**config.mk**
```make
export PLATFORM = sky130hd
export DESIGN_NAME = mealy_seq_detector_flat
export DESIGN_NICKNAME = d
export VERILOG_FILES = /design/src/rtl/mealy_seq_detector_pkg.sv /design/src/rtl/mealy_seq_detector_if.sv /design/src/rtl/mealy_seq_detector_sat_counter.sv /design/src/rtl/mealy_seq_detector.sv /design/src/flat_wrapper.sv
export SDC_FILE = /design/constraint.sdc
export NUM_CORES = 1
export LEC_CHECK = 0
export CAP_MARGIN = 30
export CORE_AREA = 2 2 39 41
export CTS_BUF_LIST = sky130_fd_sc_hd__clkbuf_8 sky130_fd_sc_hd__clkbuf_16
export CTS_CLUSTER_DIAMETER = 120
export DETAILED_ROUTE_END_ITERATION = 8
export DIE_AREA = 0 0 41 43
export PLACE_DENSITY = 0.77
export SETUP_SLACK_MARGIN = 0.15
export SKIP_CTS_REPAIR_TIMING = 1
export SLEW_MARGIN = 20
export SYNTH_ARGS = -nofsm -noshare
export SYNTH_HDL_FRONTEND = slang
export SYNTH_HIERARCHICAL = 1
export SYNTH_SLANG_ARGS = --single-unit
export TNS_END_PERCENT = 100
```
**constraint.sdc**
```tcl
create_clock -name clk -period 4.2 [get_ports clk]
set_input_delay 0.84 -clock clk [delete_from_list [all_inputs] [get_ports clk]]
set_output_delay 0.84 -clock clk [all_outputs]
set_load 0.02 [all_outputs]
```
**src/rtl/mealy_seq_detector_pkg.sv**
```systemverilog
// Shared helpers for the serial pattern detector.
// Builds the prefix-tracking transition table from a constant pattern.
package seq_det_pkg;

  function automatic int STATE_W(input int width);
    return $clog2(width) + 1;
  endfunction

  // Bit i of the pattern counted from the first-received (MSB) end
  function automatic bit pat_bit(input logic [15:0] p, input int width, input int i);
    if (i < 0 || i >= width) return 1'b0;
    return p[width-1-i];
  endfunction

  function automatic int border_len(input logic [15:0] p, input int width);
    int best;
    bit ok;
    best = 0;
    for (int l = 1; l < width; l++) begin
      ok = 1'b1;
      for (int i = 0; i < l; i++)
        if (pat_bit(p, width, i) != pat_bit(p, width, width - l + i)) ok = 1'b0;
      if (ok) best = l;
    end
    return best;
  endfunction

  // Longest pattern prefix that ends the string (first k pattern bits, b)
  function automatic int fail_next(input logic [15:0] p, input int width,
                                   input int k, input bit b);
    int best;
    int j;
    bit ok;
    bit sj;
    best = 0;
    for (int l = 1; l <= k; l++) begin
      ok = 1'b1;
      for (int i = 0; i < l; i++) begin
        j  = k + 1 - l + i;
        sj = (j < k) ? pat_bit(p, width, j) : b;
        if (pat_bit(p, width, i) != sj) ok = 1'b0;
      end
      if (ok) best = l;
    end
    return best;
  endfunction

  function automatic int next_state(input logic [15:0] p, input int width,
                                    input int k, input bit b, input bit overlap);
    if (k >= width) return 0;
    if (b == pat_bit(p, width, k)) begin
      if (k < width - 1) return k + 1;
      return overlap ? border_len(p, width) : 0;
    end
    return fail_next(p, width, k, b);
  endfunction

endpackage

```
**src/rtl/mealy_seq_detector_if.sv**
```systemverilog
// Serial input, match flag and status bundle for the pattern detector.
interface mealy_seq_detector_if #(
  parameter int CNT_W = 8,
  parameter int ST_W  = 3
);
  logic             en;
  logic             x;
  logic             clr_cnt;
  logic             Y;
  logic [CNT_W-1:0] match_count;
  logic [ST_W-1:0]  state_o;

  modport master (output en, x, clr_cnt, input Y, match_count, state_o);
  modport slave  (input en, x, clr_cnt, output Y, match_count, state_o);
endinterface

```
**src/rtl/mealy_seq_detector_sat_counter.sv**
```systemverilog
// Saturating up-counter with synchronous clear that beats increment.
module sat_counter #(
  parameter int W = 8
) (
  input  logic         clk,
  input  logic         rst,
  input  logic         inc_i,
  input  logic         clr_i,
  output logic [W-1:0] cnt_o
);
  logic [W-1:0] cnt_q, cnt_d;

  always_comb begin
    cnt_d = cnt_q;
    if (clr_i)                       cnt_d = '0;
    else if (inc_i && cnt_q != '1)   cnt_d = cnt_q + 1'b1;
  end

  always_ff @(posedge clk or posedge rst) begin
    if (rst) cnt_q <= '0;
    else     cnt_q <= cnt_d;
  end

  assign cnt_o = cnt_q;
endmodule

```
**src/rtl/mealy_seq_detector.sv**
```systemverilog
// Parametrised Mealy serial-pattern detector with KMP fallback transitions.
// State is the matched-prefix length; the table is fixed at elaboration.
module mealy_seq_detector
  import seq_det_pkg::*;
#(
  parameter int               WIDTH   = 4,
  parameter logic [WIDTH-1:0] PATTERN = 4'b1011,
  parameter bit               OVERLAP = 1'b1,
  parameter int               CNT_W   = 8
) (
  input logic                 clk,
  input logic                 reset,
  mealy_seq_detector_if.slave bus
);
  localparam int          SW    = STATE_W(WIDTH);
  localparam int          NS    = 2 ** SW;
  localparam logic [15:0] PAT16 = 16'(PATTERN);

  logic [SW-1:0] nxt0 [NS];
  logic [SW-1:0] nxt1 [NS];
  logic [SW-1:0] state_q, state_d;
  logic          hit;

  // Unreachable encodings above WIDTH-1 fall back to the empty prefix
  for (genvar k = 0; k < NS; k++) begin : g_tbl
    localparam logic [SW-1:0] N0 = SW'(next_state(PAT16, WIDTH, k, 1'b0, OVERLAP));
    localparam logic [SW-1:0] N1 = SW'(next_state(PAT16, WIDTH, k, 1'b1, OVERLAP));
    assign nxt0[k] = N0;
    assign nxt1[k] = N1;
  end

  assign hit = bus.en & ~reset & (state_q == SW'(WIDTH - 1)) & (bus.x == PATTERN[0]);

  always_comb begin
    state_d = state_q;
    if (bus.en) state_d = bus.x ? nxt1[state_q] : nxt0[state_q];
  end

  always_ff @(posedge clk or posedge reset) begin
    if (reset) state_q <= '0;
    else       state_q <= state_d;
  end

  assign bus.Y       = hit;
  assign bus.state_o = state_q;

  sat_counter #(.W(CNT_W)) u_cnt (
    .clk   (clk),
    .rst   (reset),
    .inc_i (hit),
    .clr_i (bus.clr_cnt),
    .cnt_o (bus.match_count)
  );
endmodule

```
**src/flat_wrapper.sv**
```systemverilog
// flat-port wrapper written by rule: the top's interface ports become plain ports
module mealy_seq_detector_flat import seq_det_pkg::*;
#(
  parameter int               WIDTH   = 4,
  parameter logic [WIDTH-1:0] PATTERN = 4'b1011,
  parameter bit               OVERLAP = 1'b1,
  parameter int               CNT_W   = 8
)
  (clk, reset, bus_en, bus_x, bus_clr_cnt, bus_Y, bus_match_count, bus_state_o);
  mealy_seq_detector_if #(.CNT_W(CNT_W), .ST_W(3)) bus_i ();
  input logic clk;
  input logic reset;
  input wire logic [$bits(bus_i.en)-1:0] bus_en;
  input wire logic [$bits(bus_i.x)-1:0] bus_x;
  input wire logic [$bits(bus_i.clr_cnt)-1:0] bus_clr_cnt;
  output wire logic [$bits(bus_i.Y)-1:0] bus_Y;
  output wire logic [$bits(bus_i.match_count)-1:0] bus_match_count;
  output wire logic [$bits(bus_i.state_o)-1:0] bus_state_o;
  assign bus_i.en = bus_en;
  assign bus_i.x = bus_x;
  assign bus_i.clr_cnt = bus_clr_cnt;
  assign bus_Y = bus_i.Y;
  assign bus_match_count = bus_i.match_count;
  assign bus_state_o = bus_i.state_o;
  mealy_seq_detector #(.WIDTH(WIDTH), .PATTERN(PATTERN), .OVERLAP(OVERLAP), .CNT_W(CNT_W)) u_core (.clk(clk), .reset(reset), .bus(bus_i));
endmodule
```
==> results.ini, run 1 <==
[final_layout]
instances_no_fill = 93
n_fill_cell = 121
layout.nets = 84
drive_above_1_share_pct = 16.88
antenna_cells = 0
area.growth.synth_to_final_pct = 33.20

[timing]
max_slew_margin_pct = 62.85
setup_slack_ps = 723.3
min_period_over_period_pct = 82.78
clock.fmax_mhz = 287.6
setup_viol = 0
tightest_slew_ps = 553.0
drv_slew = 0
fin_setup_tns_ps = 0
rsz0062_at_grt = false
period_minus_slack_ps = 3477
final_hold_viol_count = 0
finClkSkew_ps = 1.503

[detailed_routing]
drt_iter0_markers = 10
avgRoutedWirePerCell_microns = 13.72
num_vias = 506
wl_microns = 1276
drc = 0
detail-route-antenna-nets = 0
vias_per_cell = 5.441
firstDrtPassIters = 4

[clocking]
clock_sinks = 10
cts-htree-levels = 1
cts_buffers = 3
worstSkewPairLatency_ps = 230
clk_pin_slew_ps = 50
cts_root_buf = clkbuf_8
tritoncts = done
clockBufferDepth = 2

[synthesis]
synth-compound-area-share_pct = 15.16
synth-seq-cells = 10
synth_top_family_by_area = simple AND/OR/NAND/NOR gates
syn_inst = 61
synth-seq-area-share_pct = 40.98
synth_flop_cell = dfrtp_1
yosysTopAreaCell = dfrtp_1
yosys.area_share.adder_pct = 2.049
synth_common_cells = 10 x dfrtp_1, 6 x nand2_1
syn-num-nets = 67
synth_cell_types = 30
synth_most_common_cell = dfrtp_1
synth.top_cell.area_share_pct = 40.98
synthTopCellsByArea = dfrtp_1 41%, mux2_4 9.8%, nor2b_1 4.1%, nand2_1 3.7%, a21oi_2 2.9%
synth_xor_area_share_pct = 0
syn_area_per_cell_sq_um = 10.01
synth_simple_gate_area_share_pct = 21.72
muxShareOfSynthArea_pct = 13.32
synth-edff-count = 0
synth_warnings = 6
syn_area_sq_um = 610.6
synth-async-reset-ratio_pct = 100.0

[critical_path]
ff2ff_setup_slack_ps = 2210
slowest_stage = clkdlybuf4s50_1
r2r-end = u_core/u_cnt/cnt_o[5]
critPathLaunchType = input pin
cp_common_cell = clkdlybuf4s50_1
cp-end-kind = output port
cp_data_required_time_ps = 3360
path_delay_family = buffers and inverters
cp.depth = 4
critPathKind = input pin to output port
crit_buf_inv = 2
cp.arrival_ps = 2640
timing.critical_path.cells = clkdlybuf4s50_1 -> nand2_1 -> nor3_1 -> clkdlybuf4s50_1
crit_path_max_incr_delay_ps = 720
reg2reg_from = u_core/bus.state_o[0]
worst-path-max-fanout = 6
reg2reg_depth = 5

[floorplanning]
core_sq_um = 1384
io_pins = 17
rows = 14
die_h_microns = 43
die_w_microns = 41
initial_utilization_pct = 44.12
die_area_sq_um = 1763

[min_path]
hold_depth = 1
hp-class = flip-flop to flip-flop
min-delay-start = u_core/bus.state_o[1]
min_to = u_core/bus.state_o[1]

[global_route]
grt_max_degree = 11
antenna_found_initial = 0
gr-total-overflow = 0
grt_pass1_vias = 454
grt_pass1_wl_microns = 1876
gr-usage-all-layers_pct = 16.40

[power]
power_per_cell_area_nw_per_um2 = 302.6
leakage_nw = 0.3608
vdd.ir_drop.worst_uv = 255.2

[placement]
dp_cells = 89
gp_congestion = 0.7274
dpl_worst_slack_ps = 725.7
port_buffers = 15

[job]
maxCapViolCount = 0

[outcome]
status = finished clean

[flip-flops by register name, summed over array words and instances, names as in the netlist]
name / count
u_core/bus.state_o: 2
u_core/u_cnt/cnt_o: 8
[cells in the final DEF (no fill, tap or decap)]
cell	count
o311a_1	1
o21ai_1	1
nor2b_1	4
nand2_1	6
nand4b_1	1
o211a_1	1
a21oi_1	2
nor2_1	4
ha_1	1
nand3_1	2
mux2_4	4
a211oi_2	1
and4_1	1
nand4_1	2
conb_1	1
and2b_1	1
a21boi_2	1
inv_1	4
mux2i_1	1
mux2_2	1
clkbuf_8	4
and3_1	1
nand2b_1	1
dfrtp_1	10
a21oi_2	2
clkdlybuf4s50_1	15
o2bb2ai_1	1
o21bai_1	1
nor3_1	2
[area by class of cell]
| cell class | instances | area [sq um] | share of cell area (%) |
|---|---|---|---|
| multi-input cells | 44 | 322.8 | 39.69 |
| flip-flops and latches | 10 | 250.2 | 30.77 |
| repair buffers | 15 | 150.1 | 18.46 |
| clock buffers | 4 | 55.05 | 6.769 |
| well taps | 16 | 20.02 | 2.462 |
| inverters | 4 | 15.01 | 1.846 |
[worst register-to-register path, cell delays in order (launching register included)]
cell	delay, ps
dfrtp_1	380
nand2_1	90
nor3_1	480
nand4_1	290
a211oi_2	310
mux2_4	320
[metal layers]
metal	wire length (microns)	global-route usage [%]	up-vias
met1	570	18.15	243
met4	19	10.00	0
met2	624	25.00	17
met5	0	0	-
met3	61	6.283	2
li1	-	-	244
[metrics by stage]
step | instance area [sq um] | hold WS, ps | total power, W | util (%)
2_1_floorplan | 610.6 | 581.2 | 0.0001156 | -
4_1_cts | 813.3 | 520.6 | 0.0002487 | 58.77
3_3_place_gp | 758.2 | 513.5 | 0.0001262 | 54.79
5_1_grt | 813.3 | 574.5 | 0.0002569 | 58.77
3_5_place_dp | 758.2 | 509.2 | 0.0001269 | 54.79
6_report | 813.3 | 512.9 | 0.0002461 | 58.77
[worst max path at each step]
| stage | to | from | slack (ps) |
|---|---|---|---|
| 2_1_floorplan | u_core/u_cnt/cnt_o[5] | bus_en | 1580 |
| 3_3_place_gp | bus_Y | bus_en | 800 |
| 3_5_place_dp | bus_Y | bus_en | 730 |
| 4_1_cts | bus_Y | bus_en | 740 |
| 5_1_grt | bus_Y | bus_en | 580 |
| 6_report | bus_Y | bus_en | 720 |
[kinds of logic (layout without fill, tap and decap cells)]
| family | Yosys count | in the layout |
|---|---|---|
| multiplexers | 6 | 6 |
| buffers and inverters | 7 | 23 |
| other | 1 | 1 |
| adder cells (fa/ha/maj) | 1 | 1 |
| AO/OA/AOI/OAI | 11 | 11 |
| AND/OR/NAND/NOR | 25 | 25 |
| flip-flops | 10 | 10 |
[power breakdown]
part	total, W	internal [W]	switching, W	leakage [nW]
Clock	0.000121	0.0000825	0.0000384	0.0288
Combinational	0.0000242	0.0000112	0.0000130	0.196
Sequential	0.000101	0.0000990	0.00000205	0.136
(Power assumes the default switching activity.)
==> inputs of run 2 (changes only) <==
Settings changed: CORE_AREA 2 2 39 41 to not set, CORE_UTILIZATION set to 45, DIE_AREA 0 0 41 43 to not set, PLACE_DENSITY 0.77 to 0.76.
Clock period 4.2 ns to 3.2 ns, I/O delays scaled along.
==> run 2 against run 1 <==
Effect of this change: final area decreased by 1.1%; final cell count shrank 2.2%; critical path depth unchanged; total power grew 18%; sequential power increased by 32%; utilization grew 9.1 points; first-iteration DRC count is 60% higher; register-to-register slack lost 850 ps; non-clock buffer count increased by 1; largest power group is now registers; largest cell class unchanged.
==> results.ini, run 2 (synthesized netlist as in run 1, its figures left out) <==
[outcome]
status = finished clean

[placement]
dp_hpwl_microns = 902.8
gp_congestion = 0.7465
port_buffers = 15
placed_cell_area_sq_um = 763.2

[clocking]
clockBufferDepth = 2
worstSkewPairLatency_ps = 230
clock_sinks = 10
tritoncts = done
cts_buffers = 3
cts_root_buf = clkbuf_8
cts-htree-levels = 1
clk_pin_slew_ps = 40

[final_layout]
final_core_util_pct = 67.83
area.growth.synth_to_final_pct = 31.76
layout.nets = 85
antenna_cells = 0
largest_reg_flops = 8
fin_area_sq_um = 804.5
n_fill_cell = 109
final_cell_mix = 15 x clkdlybuf4s50_1, 10 x dfrtp_1, 6 x nand2_1
drive_above_1_share_pct = 16.88
layout_commonest_cell = clkdlybuf4s50_1

[floorplanning]
die_area_sq_um = 1508
initial_utilization_pct = 51.48
rows = 12
core_sq_um = 1186
die_w_microns = 38.84
die_h_microns = 38.84
io_pins = 17

[critical_path]
crit_path_max_incr_delay_ps = 650
cp_data_required_time_ps = 2560
slowest_stage = clkdlybuf4s50_1
worst-path-max-fanout = 3
timing.critical_path.cells = clkdlybuf4s50_1 -> nand2_1 -> nor3_1 -> clkdlybuf4s50_1
cp.arrival_ps = 2110
critPathLaunchType = input pin
critPathKind = input pin to output port
cp_common_cell = clkdlybuf4s50_1
cp-end-kind = output port

[global_route]
grt_max_degree = 11
grt_pass1_vias = 443
grt_pass1_wl_microns = 1863
gr-usage-all-layers_pct = 18.62
antenna_found_initial = 0
gr-total-overflow = 0

[timing]
fin_setup_tns_ps = 0
finClkSkew_ps = 0.8692
period_minus_slack_ps = 2754
drv_slew = 0
final_hold_viol_count = 0
clock.fmax_mhz = 363.2
rsz0062_at_grt = false
min_period_over_period_pct = 86.05
setup_viol = 0

[power]
power_per_cell_area_nw_per_um2 = 361.7
seq_power_share_pct = 45.6
combPwrFrac_pct = 10.9
switching_share_pct = 21.98
vdd.ir_drop.worst_uv = 226.2
p_switching_w = 0.00006396
pwr-share-clk_pct = 43.5
leakage_nw = 0.3591
intPower_w = 0.0002270

[detailed_routing]
drt_iter0_markers = 16
avgRoutedWirePerCell_microns = 13.11
vias_per_cell = 5.451
drc = 0
detail-route-antenna-nets = 0
wl_microns = 1193
num_vias = 496
firstDrtPassIters = 4

[min_path]
hp-class = flip-flop to flip-flop

[job]
maxCapViolCount = 0

-- run 2: cell count changes in the layout (fill, tap and decap cells not counted) --
cell	delta
clkbuf_8	-1
buf_4	+1
-- run 2: cell type report --
class	count	area, sq um	share of cell area, %
sequential	10	250.2	31.10
clock buffer	3	41.29	5.132
tap	14	17.52	2.177
inverter	4	15.01	1.866
multi-input combinational	44	322.8	40.12
timing repair buffer	16	157.7	19.60
-- run 2: metrics by stage --
stage	cells	total power (W)	worst slack, ps	hold WS (ps)
after global placement	88	0.0001663	481.2	509.3
after CTS	91	0.0002958	441.2	516.0
after floorplan	61	0.0001517	784.2	381.2
final	91	0.0002910	446.4	513.5
after detailed placement	88	0.0001666	442.6	506.3
after global routing	91	0.0003054	352.3	534.1
-- run 2: power groups by stage --
stage	Clock, W	Sequential [W]	Combinational, W
after floorplan	0	0.000138	0.0000133
after global placement	0	0.000135	0.0000318
after detailed placement	0	0.000135	0.0000320
after CTS	0.000131	0.000133	0.0000320
after global routing	0.000138	0.000133	0.0000345
final	0.000127	0.000133	0.0000317
-- run 2: final timing paths --
kind / start / to / slack, ps / depth (start not counted)
worst min register to register: u_core/bus.state_o[1] / u_core/bus.state_o[1] / 510 / 1
worst min-delay path: u_core/bus.state_o[1] / u_core/bus.state_o[1] / 510 / 1
max in group asynchronous: reset / u_core/u_cnt/cnt_o[5] / 2230 / 2
worst max-delay path: bus_en / bus_Y / 450 / 4
worst max register to register: u_core/bus.state_o[0] / u_core/u_cnt/cnt_o[5] / 1360 / 6
min in group asynchronous: reset / u_core/bus.state_o[1] / 610 / 2
-- run 2: routing by layer --
| metal | up-vias | track usage, % | wire length (microns) |
|---|---|---|---|
| met5 | - | 0 | 0 |
| met4 | 0 | 0 | 0 |
| met3 | 0 | 10.40 | 74 |
| met2 | 16 | 30.00 | 545 |
| met1 | 236 | 23.02 | 574 |
| li1 | 244 | - | - |
-- run 2: critical path, delay by kind of cell --
family | cells | cell delay (ps)
and+or+nand+nor | 2 | 320
buffers and inverters | 2 | 1150
